<file path="config.mk">
export PLATFORM = sky130hd
export DESIGN_NAME = mem_access
export DESIGN_NICKNAME = d
export VERILOG_FILES = /design/src/rtl/mem_access.sv
export SDC_FILE = /design/constraint.sdc
export NUM_CORES = 1
export LEC_CHECK = 0
export ABC_CLOCK_PERIOD_IN_PS = 2100
export CORE_AREA = 2 2 159 161
export DETAILED_ROUTE_END_ITERATION = 8
export DIE_AREA = 0 0 161 163
export GPL_ROUTABILITY_DRIVEN = 0
export PLACE_DENSITY = 0.58
export SLEW_MARGIN = 40
export SYNTH_ARGS = -nofsm -noshare
export SYNTH_HDL_FRONTEND = slang
export SYNTH_SLANG_ARGS = --single-unit
</file>
<file path="constraint.sdc">
create_clock -name clk -period 2.1 [get_ports clk]
set_input_delay 0.525 -clock clk [delete_from_list [all_inputs] [get_ports clk]]
set_output_delay 0.525 -clock clk [all_outputs]
set_load 0.02 [all_outputs]
</file>
<file path="src/rtl/mem_access.sv">
// Load/store stage: drives a valid/ready data-memory transaction, aligns load data, forwards ALU results.
// Optional build macro MISALIGN_TRAP_EN: misaligned halfword/word accesses trap instead of touching memory.
module mem_access #(
  parameter int XLEN    = 32,
  parameter int TIMEOUT = 16
) (
  input  logic            clk,
  input  logic            reset,
  input  logic            in_valid,
  output logic            in_ready,
  input  logic [11:0]     operation,
  input  logic [XLEN-1:0] exec_out,
  input  logic [XLEN-1:0] content_rs2,
  input  logic [4:0]      address_rd,
  output logic            mem_req,
  output logic            mem_we,
  output logic [XLEN-1:0] mem_addr,
  output logic [XLEN-1:0] mem_wdata,
  output logic [3:0]      mem_wstrb,
  input  logic            mem_ready,
  input  logic [XLEN-1:0] mem_rdata,
  output logic            out_valid,
  output logic [XLEN-1:0] out_data,
  output logic [4:0]      out_rd,
  output logic            out_we,
  output logic            stall,
  output logic            bus_err,
  output logic            misalign
);

  localparam int CW = $clog2(TIMEOUT + 1);
  localparam logic [1:0] S_IDLE = 2'd0;
  localparam logic [1:0] S_REQ  = 2'd1;
  localparam logic [1:0] S_RESP = 2'd2;

  logic [1:0]      state_q;
  logic [CW-1:0]   cnt_q;
  logic [2:0]      f3_q;
  logic [1:0]      off_q;
  logic            ld_q;
  logic            mem_req_q, mem_we_q;
  logic [XLEN-1:0] mem_addr_q, mem_wdata_q;
  logic [3:0]      mem_wstrb_q;
  logic            out_valid_q, out_we_q, bus_err_q, misalign_q;
  logic [XLEN-1:0] out_data_q;
  logic [4:0]      out_rd_q;

  logic [6:0]      opcode;
  logic [2:0]      f3;
  logic            is_ld, is_st, is_mis, trap;
  logic [XLEN-1:0] wdata_d, ld_ext_d;
  logic [3:0]      wstrb_d;
  logic [7:0]      ld_byte;
  logic [15:0]     ld_half;
  logic            timed_out;
  logic            unused_funct_hi;

  assign opcode          = operation[6:0];
  assign f3              = operation[9:7];
  assign unused_funct_hi = ^operation[11:10];

  assign is_ld  = (opcode == 7'b0000011) &&
                  (f3 == 3'b000 || f3 == 3'b001 || f3 == 3'b010 || f3 == 3'b100 || f3 == 3'b101);
  assign is_st  = (opcode == 7'b0100011) && (f3 == 3'b000 || f3 == 3'b001 || f3 == 3'b010);
  assign is_mis = (f3[1:0] == 2'b01 && exec_out[0]) || (f3[1:0] == 2'b10 && exec_out[1:0] != 2'b00);

`ifdef MISALIGN_TRAP_EN
  assign trap     = is_mis;
  assign misalign = misalign_q;
`else
  assign trap     = 1'b0;
  assign misalign = 1'b0;
`endif

  // Byte offset 0 is the most significant lane; strobe bit 3 follows it.
  always_comb begin
    wdata_d = '0;
    wstrb_d = 4'b0000;
    if (is_st) begin
      case (f3[1:0])
        2'b00: begin
          wdata_d = {4{content_rs2[7:0]}};
          wstrb_d = 4'b1000 >> exec_out[1:0];
        end
        2'b01: begin
          wdata_d = {2{content_rs2[15:0]}};
          wstrb_d = exec_out[1] ? 4'b0011 : 4'b1100;
        end
        default: begin
          wdata_d = content_rs2;
          wstrb_d = 4'b1111;
        end
      endcase
    end
  end

  always_comb begin
    case (off_q)
      2'd0:    ld_byte = mem_rdata[31:24];
      2'd1:    ld_byte = mem_rdata[23:16];
      2'd2:    ld_byte = mem_rdata[15:8];
      default: ld_byte = mem_rdata[7:0];
    endcase
    ld_half = off_q[1] ? mem_rdata[15:0] : mem_rdata[31:16];
    case (f3_q)
      3'b000:  ld_ext_d = {{(XLEN-8){ld_byte[7]}}, ld_byte};
      3'b001:  ld_ext_d = {{(XLEN-16){ld_half[15]}}, ld_half};
      3'b100:  ld_ext_d = {{(XLEN-8){1'b0}}, ld_byte};
      3'b101:  ld_ext_d = {{(XLEN-16){1'b0}}, ld_half};
      default: ld_ext_d = mem_rdata;
    endcase
  end

  // A ready arriving on the final allowed cycle wins over the timeout.
  assign timed_out = (cnt_q == CW'(TIMEOUT - 1));

  always_ff @(posedge clk or negedge reset) begin
    if (!reset) begin
      state_q     <= S_IDLE;
      cnt_q       <= '0;
      f3_q        <= '0;
      off_q       <= '0;
      ld_q        <= 1'b0;
      mem_req_q   <= 1'b0;
      mem_we_q    <= 1'b0;
      mem_addr_q  <= '0;
      mem_wdata_q <= '0;
      mem_wstrb_q <= '0;
      out_valid_q <= 1'b0;
      out_we_q    <= 1'b0;
      out_data_q  <= '0;
      out_rd_q    <= '0;
      bus_err_q   <= 1'b0;
      misalign_q  <= 1'b0;
    end else begin
      out_valid_q <= 1'b0;
      bus_err_q   <= 1'b0;
      misalign_q  <= 1'b0;
      case (state_q)
        S_IDLE: begin
          if (in_valid) begin
            f3_q     <= f3;
            off_q    <= exec_out[1:0];
            ld_q     <= is_ld;
            out_rd_q <= address_rd;
            if ((is_ld || is_st) && trap) begin
              state_q     <= S_RESP;
              out_valid_q <= 1'b1;
              misalign_q  <= 1'b1;
              out_data_q  <= '0;
              out_we_q    <= 1'b0;
            end else if (is_ld || is_st) begin
              state_q     <= S_REQ;
              cnt_q       <= '0;
              mem_req_q   <= 1'b1;
              mem_we_q    <= is_st;
              mem_addr_q  <= {exec_out[XLEN-1:2], 2'b00};
              mem_wdata_q <= wdata_d;
              mem_wstrb_q <= wstrb_d;
            end else begin
              out_valid_q <= 1'b1;
              out_data_q  <= exec_out;
              out_we_q    <= (address_rd != 5'd0);
            end
          end
        end
        S_REQ: begin
          if (cnt_q != CW'(TIMEOUT)) cnt_q <= cnt_q + 1'b1;
          if (mem_ready || timed_out) begin
            state_q     <= S_RESP;
            mem_req_q   <= 1'b0;
            mem_we_q    <= 1'b0;
            mem_addr_q  <= '0;
            mem_wdata_q <= '0;
            mem_wstrb_q <= '0;
            out_valid_q <= 1'b1;
            bus_err_q   <= ~mem_ready;
            out_data_q  <= (mem_ready && ld_q) ? ld_ext_d : '0;
            out_we_q    <= mem_ready && ld_q && (out_rd_q != 5'd0);
          end
        end
        default: state_q <= S_IDLE;
      endcase
    end
  end

  assign in_ready  = reset && (state_q == S_IDLE);
  assign stall     = reset && (state_q != S_IDLE);
  assign mem_req   = mem_req_q;
  assign mem_we    = mem_we_q;
  assign mem_addr  = mem_addr_q;
  assign mem_wdata = mem_wdata_q;
  assign mem_wstrb = mem_wstrb_q;
  assign out_valid = out_valid_q;
  assign out_data  = out_data_q;
  assign out_rd    = out_rd_q;
  assign out_we    = out_we_q;
  assign bus_err   = bus_err_q;

endmodule

</file>
==> impl_metrics.csv <==
group,metric,value,unit
outcome,status,"finished clean",
detailed_routing,wl_per_cell,18.5,um
timing,fin_skew,12.8,ps
synthesis,synth_area_per_cell,11.3,um2
synthesis,synthFlopType,"dfrtp_1",
timing,min_period,2050,ps
timing,finalMaxSlewViolations,0,
synthesis,synth_top_area_share,50.3,%
cts,path_clk_slew,60,ps
grt,grt_pass1_vias,5165,
finish,n_antenna_cell,0,
cts,cts_hold_buffers,0,
worst_hold_path,hold_class,"in -> async",
cts,insertion_delay,420,ps
critical_path,start_kind,"primary input",
detailed_routing,firstDrtPassIters,4,
grt,overflow,0,
placed_design,dp_hpwl,15200,um
die,fp.dieH,163,um
flow_run,drv_cap,0,
grt,grtUsageTotal,15.7,%
timing,max_freq,488,MHz
detailed_routing,ant_nets,0,
grt,grt_max_degree,122,
detailed_routing,drc,0,
die,die-width,161,um
critical_path,cp-end-kind,"register",
finish,drive_gt1_share,18.0,%
grt,grt_first_pass_wirelength,31100,um
die,boundaryPins,230,
critical_path,worstPathCellList,"clkdlybuf4s50_1 > nand2_1 > and4b_2 > nand4b_1 > a21o_4 > clkbuf_16 > mux2_4",
pwr,total_power,7.29,mW
synthesis,ys_ff_latch,121,
synthesis,synth_top_area_cell,"dfrtp_1",
timing,rsz0062_at_grt,"false",
cts,clock_sinks,121,
synthesis,syn_area,6010,um2
placed_design,dpl_cell_area,8910,um2
die,die_area,26200,um2
cts,cts_root_buf,"clkbuf_16",
critical_path,critical_path_class,"in -> reg",
timing,worst_pin_slew,668,ps
placed_design,port_buffers,224,
cts,cts_buffer_depth,2,
critical_path,worstPathRequired,2400,ps
cts,cts_tree,"done",
timing,hold-worst-slack,232,ps
synthesis,synth_cell_type_count,48,
cts,cts_buffers,17,
finish,area_growth,61.3,%
finish,layout.nets,917,
grt,antenna_found_initial,0,
synthesis,synth_edf_count,0,
synthesis,synth_area_leaders,"dfrtp_1, mux2i_1, mux2_4",
timing,slew_headroom,55.5,%
timing,finalHoldViolations,0,
synthesis,ys_seq_area_share,50.3,%
detailed_routing,finalWirelength,21000,um
detailed_routing,drtIter0Drc,237,
synthesis,yosys_warnings,0,
die,num_rows,58,
pwr,vdd_drop_max,0.315,mV
die,start_util,24.4,%
timing,finalCritPeriodShare,97.6,%
die,design.core.area,24700,um2
critical_path,cp_max_fo,10,
detailed_routing,routed_via_density,4.50,
timing,finalSetupViolCount,0,
critical_path,slowest_stage,"clkdlybuf4s50_1",
synthesis,postSynth.asyncResetShare,100,%
finish,fillCellCount,2451,
critical_path,critPathArrivalTime,2350,ps
critical_path,slowest_delay,500,ps
cts,htree_levels,4,
detailed_routing,vias,5128,
pwr,cellPowerDensity,751,nW/um2
pwr,leakagePower,4.25,nW
synthesis,netlist_instances,534,
finish,design_area,9700,um2
## registers in the layout (all words and copies together) (netlist names), 2 cells and up
| name | flops |
|---|---|
| f3_q | 3 |
| state_q | 2 |
| out_rd | 5 |
| cnt_q | 5 |
| out_data | 32 |
| off_q | 2 |
| mem_wstrb | 4 |
| mem_wdata | 32 |
| mem_addr | 30 |
## path summary, 6_finish.rpt
check	from	endpoint	slack, ps	cells after the start
setup / recovery	operation[8]	mem_addr[31]	50	7
hold / removal	reset	mem_addr[14]	230	2
setup reg to reg	cnt_q[0]	mem_addr[31]	90	7
hold reg to reg	mem_we	mem_we	470	1
max in group asynchronous	reset	state_q[1]	1370	2
min in group clk	mem_we	mem_we	470	1
## cells in the final DEF, fill, tap and decap left out, types with 4 or more instances in the layout
| cell type | netlist | layout |
|---|---|---|
| a211oi_1 | 23 | 23 |
| a21o_1 | 5 | 4 |
| a21oi_1 | 18 | 18 |
| a22o_1 | 16 | 16 |
| and2_1 | 26 | 26 |
| buf_12 | 0 | 7 |
| buf_4 | 4 | 44 |
| clkbuf_16 | 0 | 20 |
| clkdlybuf4s50_1 | 0 | 217 |
| clkinvlp_4 | 0 | 5 |
| dfrtp_1 | 121 | 119 |
| dlygate4sd2_1 | 0 | 4 |
| inv_1 | 11 | 11 |
| mux2_1 | 5 | 5 |
| mux2_2 | 13 | 13 |
| mux2_4 | 25 | 25 |
| mux2i_1 | 46 | 46 |
| nand2_1 | 36 | 36 |
| nand2b_1 | 4 | 4 |
| nand3_1 | 4 | 4 |
| nor2_1 | 31 | 29 |
| nor2b_1 | 4 | 4 |
| o211ai_1 | 5 | 5 |
| o21ai_0 | 27 | 25 |
| o21ai_1 | 18 | 20 |
| o2bb2ai_1 | 20 | 20 |
## routing by layer
metal	up-vias	part of all wire (%)	track usage, %
li1	2468	-	-
met1	2493	47	21.6
met2	155	47	24.4
met3	12	5.3	4.02
met4	0	0.84	4.26
met5	-	0	0
## through the flow
stage	cells	util (%)	worst slack, ps	setup TNS, ps
2_1_floorplan	536	-	0.168	0
3_3_place_gp	1100	36.1	-489	-39570
3_5_place_dp	1100	36.1	-504	-41220
4_1_cts	1134	38.7	-27.1	-53.1
5_1_grt	1140	39.3	3.65	0
6_report	1140	39.3	50.6	0
## final cells by class
| type | instances | area (um2) | area share [%] |
|---|---|---|---|
| clock buffers | 19 | 443 | 4.56 |
| clock inverters | 13 | 146 | 1.51 |
| inverters | 12 | 52.6 | 0.542 |
| multi-input cells | 364 | 2800 | 28.8 |
| flip-flops and latches | 121 | 3030 | 31.2 |
| well taps | 330 | 413 | 4.25 |
| repair buffers | 280 | 2820 | 29.0 |
| repair inverters | 1 | 6.26 | 0.0645 |
## synth_stat cells (4+ instances only)
master       n
nor2b_1      4
nand2b_1     4
nor2_1      31
o2bb2ai_1   20
inv_1       11
dfrtp_1    121
a21o_1       5
o21ai_1     18
nand3_1      4
a21oi_1     18
a22o_1      16
mux2i_1     46
o21ai_0     27
mux2_4      25
a211oi_1    23
buf_2       10
nand2_1     36
buf_6        6
and2_1      26
mux2_2      13
buf_4        4
mux2_1       5
o211ai_1     5
clkbuf_1    17
## worst max-delay path, delay by kind of cell
kind                   cells  cell delay (ps)
AO/OA/AOI/OAI              1              290
multiplexers               1              300
AND/OR/NAND/NOR            3              530
buffers and inverters      2              700
## cells by family after synthesis
group / synth area share, %
AOI/OAI and AO/OA: 16.8
and+or+nand+nor: 10.5
DFF: 50.3
muxes: 17.3
buffers and inverters: 4.39
adders and majority gates: 0.624
other: 0.0623
## power breakdown
part | total [mW] | switching (mW) | internal (mW) | leakage, nW
registers | 2.69 | 0.143 | 2.55 | 1.54
clock network | 2.96 | 1.17 | 1.79 | 0.272
logic | 1.64 | 0.759 | 0.879 | 2.44
total | 7.29 | 2.07 | 5.22 | 4.25
## repair_timing
| action | in CTS | in global routing |
|---|---|---|
| endpoints found under the setup margin | 64 | 83 |
| pin swaps | 0 | 6 |
| setup buffers | 1 | 3 |
| resized for setup | 16 | 14 |
| cloned | 1 | 3 |
Power figures use the tool's default switching activity.
